[src/rtl/uart_rx_decoder.sv]
// uart_rx_decoder: 8N1 UART receiver with a show-ahead output FIFO.
//
// Synchronises the asynchronous serial line, validates start bits at mid-bit, samples data
// LSB first, checks the stop bit and queues good bytes for a valid/ready consumer.
//
// Ports:
//   sys_clock  in   single clock, rising edge
//   reset      in   synchronous, active-high
//   uart_rxd   in   asynchronous serial line, idle high
//   rx_data    out  FIFO head byte, meaningful only while rx_valid
//   rx_valid   out  FIFO non-empty
//   rx_ready   in   consumer takes the head byte on rx_valid & rx_ready
//   frame_err  out  one-cycle pulse when a stop bit is sampled low
//   overflow   out  sticky, set when a good byte is dropped because the FIFO is full
//   busy       out  receiver FSM is not idle
module uart_rx_decoder #(
  parameter int unsigned BIT_CYCLES = 868,
  parameter int unsigned FIFO_DEPTH = 4
) (
  input  logic       sys_clock,
  input  logic       reset,
  input  logic       uart_rxd,
  output logic [7:0] rx_data,
  output logic       rx_valid,
  input  logic       rx_ready,
  output logic       frame_err,
  output logic       overflow,
  output logic       busy
);

  localparam int unsigned CtrW = $clog2(BIT_CYCLES);
  localparam int unsigned PtrW = $clog2(FIFO_DEPTH);
  localparam int unsigned CntW = PtrW + 1;

  localparam logic [CtrW-1:0] HalfLast = CtrW'(BIT_CYCLES / 2 - 1);
  localparam logic [CtrW-1:0] BitLast  = CtrW'(BIT_CYCLES - 1);
  localparam logic [CntW-1:0] CntFull  = CntW'(FIFO_DEPTH);

  typedef enum logic [2:0] {
    StIdle,
    StStart,
    StData,
    StStop,
    StWaitHigh
  } state_e;

  // Synchroniser; flops reset to the idle line level so reset never looks like a start bit.
  logic r_sync1;
  logic r_rxs;

  state_e          r_state, w_state_next;
  logic [CtrW-1:0] r_ctr, w_ctr_next;
  logic [2:0]      r_idx, w_idx_next;
  logic [7:0]      r_shift, w_shift_next;
  logic            r_frame_err, w_frame_err_next;
  logic            w_push;

  logic [7:0]      r_mem [FIFO_DEPTH];
  logic [PtrW-1:0] r_wr_ptr;
  logic [PtrW-1:0] r_rd_ptr;
  logic [CntW-1:0] r_count;
  logic            r_overflow;
  logic            w_full;
  logic            w_pop;
  logic            w_wr_en;
  logic            w_ovf_set;

  always_ff @(posedge sys_clock) begin
    if (reset) begin
      r_sync1 <= 1'b1;
      r_rxs   <= 1'b1;
    end else begin
      r_sync1 <= uart_rxd;
      r_rxs   <= r_sync1;
    end
  end

  // Receiver FSM: state register
  always_ff @(posedge sys_clock) begin
    if (reset) begin
      r_state     <= StIdle;
      r_ctr       <= '0;
      r_idx       <= '0;
      r_shift     <= '0;
      r_frame_err <= 1'b0;
    end else begin
      r_state     <= w_state_next;
      r_ctr       <= w_ctr_next;
      r_idx       <= w_idx_next;
      r_shift     <= w_shift_next;
      r_frame_err <= w_frame_err_next;
    end
  end

  // Receiver FSM: next state, bit timing and sampling
  always_comb begin
    w_state_next     = r_state;
    w_ctr_next       = r_ctr + 1'b1;
    w_idx_next       = r_idx;
    w_shift_next     = r_shift;
    w_frame_err_next = 1'b0;
    w_push           = 1'b0;

    case (r_state)
      StIdle: begin
        w_ctr_next = '0;
        if (!r_rxs) begin
          w_state_next = StStart;
        end
      end
      StStart: begin
        if (r_ctr == HalfLast) begin
          w_ctr_next = '0;
          if (r_rxs) begin
            // Line back high at mid start bit: a glitch, not a frame.
            w_state_next = StIdle;
          end else begin
            w_state_next = StData;
            w_idx_next   = '0;
          end
        end
      end
      StData: begin
        if (r_ctr == BitLast) begin
          w_ctr_next          = '0;
          w_shift_next[r_idx] = r_rxs;
          if (r_idx == 3'd7) begin
            w_state_next = StStop;
          end else begin
            w_idx_next = r_idx + 3'd1;
          end
        end
      end
      StStop: begin
        if (r_ctr == BitLast) begin
          w_ctr_next = '0;
          if (r_rxs) begin
            // Return straight to idle so a following start edge is caught immediately.
            w_push       = 1'b1;
            w_state_next = StIdle;
          end else begin
            w_frame_err_next = 1'b1;
            w_state_next     = StWaitHigh;
          end
        end
      end
      StWaitHigh: begin
        w_ctr_next = '0;
        if (r_rxs) begin
          w_state_next = StIdle;
        end
      end
      default: begin
        w_ctr_next   = '0;
        w_state_next = StIdle;
      end
    endcase
  end

  // Output FIFO
  assign w_full    = (r_count == CntFull);
  assign w_pop     = rx_valid & rx_ready;
  // A full FIFO still accepts a byte when the head is popped in the same cycle.
  assign w_wr_en   = w_push & (~w_full | w_pop);
  assign w_ovf_set = w_push & w_full & ~w_pop;

  always_ff @(posedge sys_clock) begin
    if (w_wr_en) begin
      r_mem[r_wr_ptr] <= r_shift;
    end
  end

  always_ff @(posedge sys_clock) begin
    if (reset) begin
      r_wr_ptr   <= '0;
      r_rd_ptr   <= '0;
      r_count    <= '0;
      r_overflow <= 1'b0;
    end else begin
      if (w_wr_en) begin
        r_wr_ptr <= r_wr_ptr + 1'b1;
      end
      if (w_pop) begin
        r_rd_ptr <= r_rd_ptr + 1'b1;
      end
      case ({w_wr_en, w_pop})
        2'b10:   r_count <= r_count + 1'b1;
        2'b01:   r_count <= r_count - 1'b1;
        default: r_count <= r_count;
      endcase
      if (w_ovf_set) begin
        r_overflow <= 1'b1;
      end
    end
  end

  assign rx_data   = r_mem[r_rd_ptr];
  assign rx_valid  = (r_count != '0);
  assign frame_err = r_frame_err;
  assign overflow  = r_overflow;
  assign busy      = (r_state != StIdle);

endmodule
[config.mk]
export PLATFORM = sky130hd
export DESIGN_NAME = uart_rx_decoder
export DESIGN_NICKNAME = d
export VERILOG_FILES = /design/src/rtl/uart_rx_decoder.sv
export SDC_FILE = /design/constraint.sdc
export NUM_CORES = 1
export LEC_CHECK = 0
export CAP_MARGIN = 20
export CORE_ASPECT_RATIO = 1.1
export CORE_MARGIN = 1.5
export CORE_UTILIZATION = 35
export DETAILED_ROUTE_END_ITERATION = 6
export DONT_BUFFER_PORTS = 1
export GPL_TIMING_DRIVEN = 0
export PLACE_DENSITY = 0.48
export RECOVER_POWER = 100
export SETUP_SLACK_MARGIN = 0.02
export SYNTH_ARGS = -nofsm -noshare
export SYNTH_HDL_FRONTEND = slang
export SYNTH_SLANG_ARGS = --single-unit
[constraint.sdc]
create_clock -name sys_clock -period 3.1 [get_ports sys_clock]
set_input_delay 0.62 -clock sys_clock [delete_from_list [all_inputs] [get_ports sys_clock]]
set_output_delay 0.62 -clock sys_clock [all_outputs]
set_load 0.05 [all_outputs]
# After elaboration in Yosys (flattened, before gate mapping)
# Memory sizes are Yosys's and may differ from the RTL's. A register that Yosys moved wholly into a read port is not among the register bits.
# Index checks and enable logic that the tools add are counted.
# word_totals
register_bits	35
output_inout_bits	12
n_memories	1
wordCells	87
ram_bits	32
# mem_list
name	words	width	rd	rd_ports_with_merged_regs	write_ports	line	rtl
r_mem	4	8	1	1	1	58	logic [7:0] r_mem [FIFO_DEPTH];
# classes
order_cmp	2
eq_ne	18
n_reduce_logical	11
addsub	6
muxes	29
bitwise_logic	9
# op_table
operator	n
$mux 3	11
$mux 10	2
$pmux 10 s2	1
$ne 2x2->1 const B	8
$pmux 3 s5	1
$pmux 3 s2	2
$add 10x1->10 const B	1
$eq 10x10->1 const B	1
$eq 10x9->1 const B	1
$eq 3x3->1 const B	3
$bwmux 8	1
$mux 1	7
$add 3x1->3 const B	2
$eq 3x2->1 const B	2
$mux 2	3
$reduce_and 6->1	1
$reduce_bool 3->1	2
$reduce_and 5->1	1
$add 2x1->2 const B	2
$and 1x1->1	4
$lt 3x4->1 const B	1
$not 1->1	4
$reduce_bool 2->1	2
$demux 1 s3	1
other kinds (11)	11

# Longest topological paths before layout
# logic_depth
depth_word	6
ltp_mapped	8
depth_no_buf	8

# Worst setup path after synthesis
# OpenSTA, ideal clock, no wires.
# synth_path
path_kind	reg-to-reg
startpoint	register r_ctr[0]
endpoint	register r_count[2]
n_path_buf	0
t_arrival_ns	2.288
t_required_ns	2.977
stages_incl_launch_ff	9
setup_slack_ns	0.688
cell_sequence	dfxtp_1 ha_1 or3b_4 nor4_2 nor2_1 fa_1 nor3_1 a31oi_1 mux2_1
# synth_between
elab_chain_cells	6
word_cells_on_any_way	8
# synth_lines
item	line	rtl
start: declaration	52	logic [CtrW-1:0] r_ctr, w_ctr_next;
start signal: assignment	88	r_ctr <= w_ctr_next;
$eq 10x10->1 (*)	135	if (r_ctr == BitLast) begin
$mux 1 (*)	135	
$mux 1 (*)	104	case (r_state)
$and 1x1->1 (*)	164	assign w_wr_en = w_push & (~w_full | w_pop);
$eq 2x1->1 / $eq 2x2->1 (equally long branches)	186	case ({w_wr_en, w_pop})
$pmux 3 s2 / $reduce_bool 2->1 (equally long branches)	--	
end signal: assignment	187	2'b10: r_count <= r_count + 1'b1;
end signal: assignment	188	2'b01: r_count <= r_count - 1'b1;
end signal: assignment	189	default: r_count <= r_count;
end: declaration	61	logic [CntW-1:0] r_count;
# Every way passes the cells marked *; elsewhere a longest branch is shown, timed or not.
# A chain may end at the register's enable or synchronous reset.

# Worst setup path in the final report
# layout_path
startpoint	register r_ctr[0]
endpoint	memory r_mem[1][2], enable pin
# layout_between
elab_chain_cells	6
# layout_lines
item	line	rtl
$eq 10x10->1	135	
$mux 1	135	
$mux 1	104	
$and 1x1->1	164	
$mux 1	168	if (w_wr_en) begin
$mux 1 (implied by the code)	169	r_mem[r_wr_ptr] <= r_shift;
end: declaration	58	
# Every way passes these cells.

==> results_dict.tcl <==
set metrics [dict create \
    synth_edf_count 32 \
    gr-usage-all-layers_pct 12.3 \
    synth_nets 252 \
    synth.avg_cell_area_um2 12.4 \
    num_io_pins 16 \
    antenna_cells 0 \
    fill_cells 805 \
    cts_setup_buffers 0 \
    yosys_warnings 0 \
    worstPathMaxFanout 8 \
    synth_cells 239 \
    p_leak_nw 1.12 \
    drv_cap 0 \
    cts.root.buffer_cell "clkbuf_8" \
    setup_ws_ns 0.416 \
    synth_flop_cell "dfxtp_1" \
    place_hpwl_um 3580 \
    cts.reportedPaths.clkPinSlew_ns 0.08 \
    p_per_area_mw_per_mm2 514 \
    nets 263 \
    clock_skew_ns 0.0113 \
    routed_via_density 4.77 \
    syn_area_mm2 0.00296 \
    wl_per_cell_um 13.6 \
    clockBufferDepth 2 \
    worstPathArrival_ns 2.65 \
    start_util_pct 35.8 \
    clock_sinks 69 \
    ys_seq_area_share_pct 57.4 \
    dp_cells 350 \
    grt_pass1_vias 1730 \
    fin_tns_setup_ns 0 \
    cts_inserted_buffers 9 \
    tightest_slew_ns 1.11 \
    core_area_mm2 0.00828 \
    worst_ep_required_time_ns 3.07 \
    hold_buffers 0 \
    htreeDepth 3 \
    port_buffers 0 \
    layout.cells.non_filler 365 \
    worstHoldPathType "input port to flop" \
    finalHoldViolations 0 \
    dr.pass1.iters 4 \
    dieArea_mm2 0.00903 \
    std_cell_rows 35 \
    critPathKind "flop to flop" \
    grt_pass1_wl_um 8470 \
    die_x_um 90.7 \
    drv_slew 0 \
    final_layout_size_suffix_gt1_share_pct 12.6 \
    rrSetupSlack_ns 0.42 \
    ys_types 48 \
    ys_seq_elements 69 \
    num_vias 1741 \
    drc 0 \
    final-setup-viol-count 0 \
    post-route-min-period_ns 2.68 \
    antenna_found_initial 0 \
    whs_ns 0.380 \
    rsz0062_at_grt "false" \
    crit_path_start_kind "flop" \
    insertion_delay_ns 0.34 \
    gp_congestion 0.821 \
    min_period_over_period_pct 86.6 \
    initialDrtViolationCount 61 \
    ant_nets 0 \
    ir_drop_uv 223 \
    gr-total-overflow 0 \
    max_freq_mhz 373 \
    status "complete, no violations" \
    grt_max_degree 13 \
    setup.worst_path.end_class "flop" \
    maxSlewHeadroom_pct 25.2 \
    routed_wl_um 4950 \
    die_y_um 99.5 \
    place_ws_ns 0.431 \
    synthArstFlopShare_pct 0 \
    cts_tree "yes" \
    area_growth_pct 10.6 \
    ctsResizeCount 0 \
]
[worst max-delay path, stage by stage (launching register included)]
cell     delay [ns]
dfxtp_1        0.40
ha_1           0.22
or3b_1         0.41
nor4_2         0.42
nor2b_1        0.19
buf_4          0.17
and2_0         0.50
[final cells by class]
cell class | instances | area (um2) | share of cell area (%)
Sequential cell | 69 | 1700 | 51.9
Clock inverter | 6 | 65.1 | 1.98
Tap cell | 111 | 139 | 4.24
Clock buffer | 9 | 124 | 3.78
Multi-Input combinational cell | 152 | 1180 | 35.9
Inverter | 6 | 22.5 | 0.687
Buffer | 12 | 50.0 | 1.53
[routing by layer]
metal  track usage (%)  share of wire, %
met5                 0                 0
met4              4.76               1.1
met3              4.59               2.8
met2              20.6                51
met1              14.3                45
[cells in the mapped netlist, types with 2 or more instances]
cell type	count	area (um2)
dfxtp_1	37	741
or2_2	3	18.8
a31o_1	2	17.5
edfxtp_1	32	961
nand4b_1	5	43.8
and4bb_1	2	25.0
and2_1	4	25.0
mux4_2	8	180
mux2i_1	10	100
o211ai_1	2	15.0
mux2_1	2	22.5
nand4_1	4	25.0
nand2b_1	2	12.5
nor3_1	3	15.0
or3_1	4	25.0
clkbuf_1	6	22.5
xnor2_1	6	52.6
nand3_1	5	25.0
inv_1	6	22.5
a21oi_1	9	45.0
xor2_1	5	43.8
or3b_1	2	17.5
buf_1	4	15.0
nor2_1	31	116
ha_1	8	100
nor4_2	2	25.0
nand2_1	11	41.3
nor2b_1	4	25.0
[cell families (layout without fill, tap and decap cells)]
family,count (synthesis),in the layout,synth area share [%]
compound gates,20,20,4.81
xor+xnor,11,11,3.25
fa+ha+maj,9,9,4.05
buf+inv,18,33,2.45
flops,69,69,57.4
mux,20,20,10.2
simple gates,92,92,17.8
[path summary, 6_finish.rpt]
path                      endpoint                 from  cells past startpoint
max          r_mem[1][2]$_DFFE_PP_  r_ctr[0]$_SDFF_PP0_                      6
min             r_sync1$_SDFF_PP1_             uart_rxd                      1
max reg2reg  r_mem[1][2]$_DFFE_PP_  r_ctr[0]$_SDFF_PP0_                      6
min reg2reg       r_rxs$_SDFF_PP1_   r_sync1$_SDFF_PP1_                      1
[stage by stage]
stage	util, %	power [mW]	cell area [um2]
after floorplan	-	0.992	2960
after global placement	37.5	0.999	3100
after detailed placement	37.5	1.00	3100
after CTS	39.8	1.70	3290
after global routing	39.6	1.76	3280
final	39.6	1.68	3280
[sequential cells by signal, summed over array words and instances (netlist names), named ones only]
register	count
r_mem	32
r_ctr	10
r_shift	8
r_count	3
r_idx	3
r_state	3
r_rd_ptr	2
r_wr_ptr	2
frame_err	1
overflow	1
r_rxs	1
r_sync1	1
[layout by cell type, fill, tap and decap left out, types with 2 or more instances in the layout]
cell	Yosys	layout
and2_0	0	4
buf_1	4	4
clkinvlp_4	0	4
inv_1	6	6
o211ai_1	2	2
and4bb_1	2	2
a31o_1	2	2
a21oi_1	9	9
nor2b_1	4	4
clkbuf_1	6	6
mux4_2	8	8
edfxtp_1	32	32
mux2_1	2	2
nor2_1	31	31
or3b_1	2	3
or2_2	3	3
mux2i_1	10	10
nor4_1	1	2
nand4b_1	5	5
o21ai_0	1	2
xor2_1	5	5
clkbuf_8	0	9
ha_1	8	8
nand2b_1	2	2
nand2_1	11	11
nor3_1	3	3
dfxtp_1	37	37
xnor2_1	6	6
or3_1	4	4
nand4_1	4	4
nand3_1	5	5
[power by group]
| part | total (mW) | switching [mW] | internal (mW) |
|---|---|---|---|
| registers | 0.947 | 0.00150 | 0.945 |
| logic | 0.0308 | 0.0215 | 0.00928 |
| clock network | 0.707 | 0.342 | 0.365 |
No activity file was read; power rests on OpenSTA's default activity.
==> patch (same settings) <==
`r_shift` no longer has a reset.
--- a/src/rtl/uart_rx_decoder.sv
+++ b/src/rtl/uart_rx_decoder.sv
@@ -82,5 +82,4 @@
       r_ctr       <= '0;
       r_idx       <= '0;
-      r_shift     <= '0;
       r_frame_err <= 1'b0;
     end else begin
@@ -88,7 +87,10 @@
       r_ctr       <= w_ctr_next;
       r_idx       <= w_idx_next;
-      r_shift     <= w_shift_next;
       r_frame_err <= w_frame_err_next;
     end
+  end
+
+  always_ff @(posedge sys_clock) begin
+    r_shift <= w_shift_next;
   end
 
Check against the original RTL: no difference found for any inputs over 10 cycles, from zero or initial values and one cycle with reset high; that may be too few to reach the edited logic, so the function may still have changed.
==> patch against the original RTL <==
Clock power is 3% higher. Setup slack better by 110 ps. Wire length is 4.3% higher. Sequential cell count stayed put. Cell area is 0.76% lower. Non-clock buffer count is 5 lower. Area after synthesis is 0.68% higher. Power is 1.8% higher. Critical path type unchanged. Critical endpoint is now r_count[2]$_SDFFE_PP0P_.
==> patch: results (changes against the original RTL) <==
cells_and_area:
  fin_nets: 252  # -4.2%
  inv_count: 7  # +1
  nMultiInputCombCells: 145  # -4.6%
  seq_cells: 69  # unchanged
  clkCellAreaFrac_pct: 6.077  # +0.31 points
  final_cells: 355  # -2.7%
  buffers: 7  # -5
  drive_above_1_share_pct: 13.52  # +0.93 points
  multi_input_area_sq_mm: 0.001074  # -8.7%
  buffer_area_share_pct: 1.077  # -0.45 points
  multi_input_area_share_pct: 33.00  # -2.9 points
  seq_share_pct: 54.77  # +2.9 points
setup_path:
  worstPathArrival_ps: 2810  # +160 ps
  cp_max_fo: 5  # -3
  crit_path_max_incr_delay_ps: 420  # -80 ps
  rr_worst_depth: 8  # +2
  r2r_slack_ps: 520  # +110 ps
  r2r-end: "r_count[2]$_SDFFE_PP0P_"
  cpMaxStageDelayCell: "fa_1"
sta:
  relSlewSlack_pct: 40.92  # +16 points
  clock_skew_ps: 13.58  # +2.254 ps
  hold_slack_ps: 376.9  # -2.788 ps
  fmax_ghz: 0.3881  # +4.2%
detailed_routing:
  wl_met1_um: 2341  # +4.6%
  via_per_inst: 4.814  # +0.93%
  drtIter0Drc: 40  # -34%
  wl_um: 5162  # +4.3%
  route.met2.wl_um: 2558  # +1.5%
  first_pass_iters: 4  # unchanged
  maxUsedRoutingLayer: "met4"
  wl_met3_um: 188  # +33%
yosys:
  synth-compound-area-share_pct: 4.740  # -0.074 points
  synthAdderAreaFrac_pct: 4.027  # -0.027 points
  synth_edf_count: 40  # +25%
  synth_ff_type: "edfxtp_1"
  ys_seq_area_share_pct: 59.73  # +2.3 points
  syn_area_per_cell_sq_um: 13.08  # +5.5%
  synthDistinctLibCells: 46  # -4.2%
  synthXorXnorAreaFrac_pct: 3.523  # +0.27 points
  synth_common_cells: "edfxtp_1, nor2_1, dfxtp_1"
  synth.area.mux_share_pct: 7.760  # -2.5 points
  synth_nets: 241  # -4.4%
  synthTopCellsByArea: "edfxtp_1, dfxtp_1, mux4_2, nor2_1, ha_1"
global_routing:
  grt_pass1_vias: 1695  # -2.0%
  grt_util_met1_pct: 14.58  # +0.31 points
  grt_use_met2_pct: 21.07  # +0.48 points
  grt.met3_usage_pct: 3.864  # -0.72 points
  grt_pass1_wl_um: 8590  # +1.5%
  grt_max_degree: 15  # +2
  grt_usage_pct: 12.54  # +0.25 points
placement:
  placed_cells: 339  # -3.1%
  hpwlAfterDp_um: 3445  # -3.9%
  place_congestion: 0.7533  # -8.2%
  post_dp_cell_area_sq_mm: 0.003122  # +0.65%
run_status:
  outcome: "finished, final reports clean"
power:
  power_leakage_nw: 1.035  # -7.8%
  p_sw_share_pct: 21.78  # +0.12 points
  pg_seq_w: 0.000964  # +2%
  power_density_mw_per_mm2: 526.8  # +2.5%
[patch: worst max path at each step]
stage	start	to	slack (ps)	depth (start not counted)
2_1_floorplan	r_ctr[2]$_SDFF_PP0_	r_count[2]$_SDFFE_PP0P_	800	8
3_3_place_gp	r_ctr[0]$_SDFF_PP0_	r_count[2]$_SDFFE_PP0P_	510	8
3_5_place_dp	r_ctr[0]$_SDFF_PP0_	r_count[2]$_SDFFE_PP0P_	510	8
4_1_cts	flop	rx_data[0]	450	2
5_1_grt	r_ctr[0]$_SDFF_PP0_	r_count[2]$_SDFFE_PP0P_	280	8
6_report	r_ctr[0]$_SDFF_PP0_	r_count[2]$_SDFFE_PP0P_	520	8
[patch: cells by family (layout without fill, tap and decap cells)]
logic type               count (synthesis)  after routing
XOR/XNOR                                12             12
buffers and inverters                   14             30
AND/OR/NAND/NOR                         94             94
adder cells (fa/ha/maj)                  9              9
AO/OA/AOI/OAI                           17             17
multiplexers                            13             13
flip-flops                              69             69
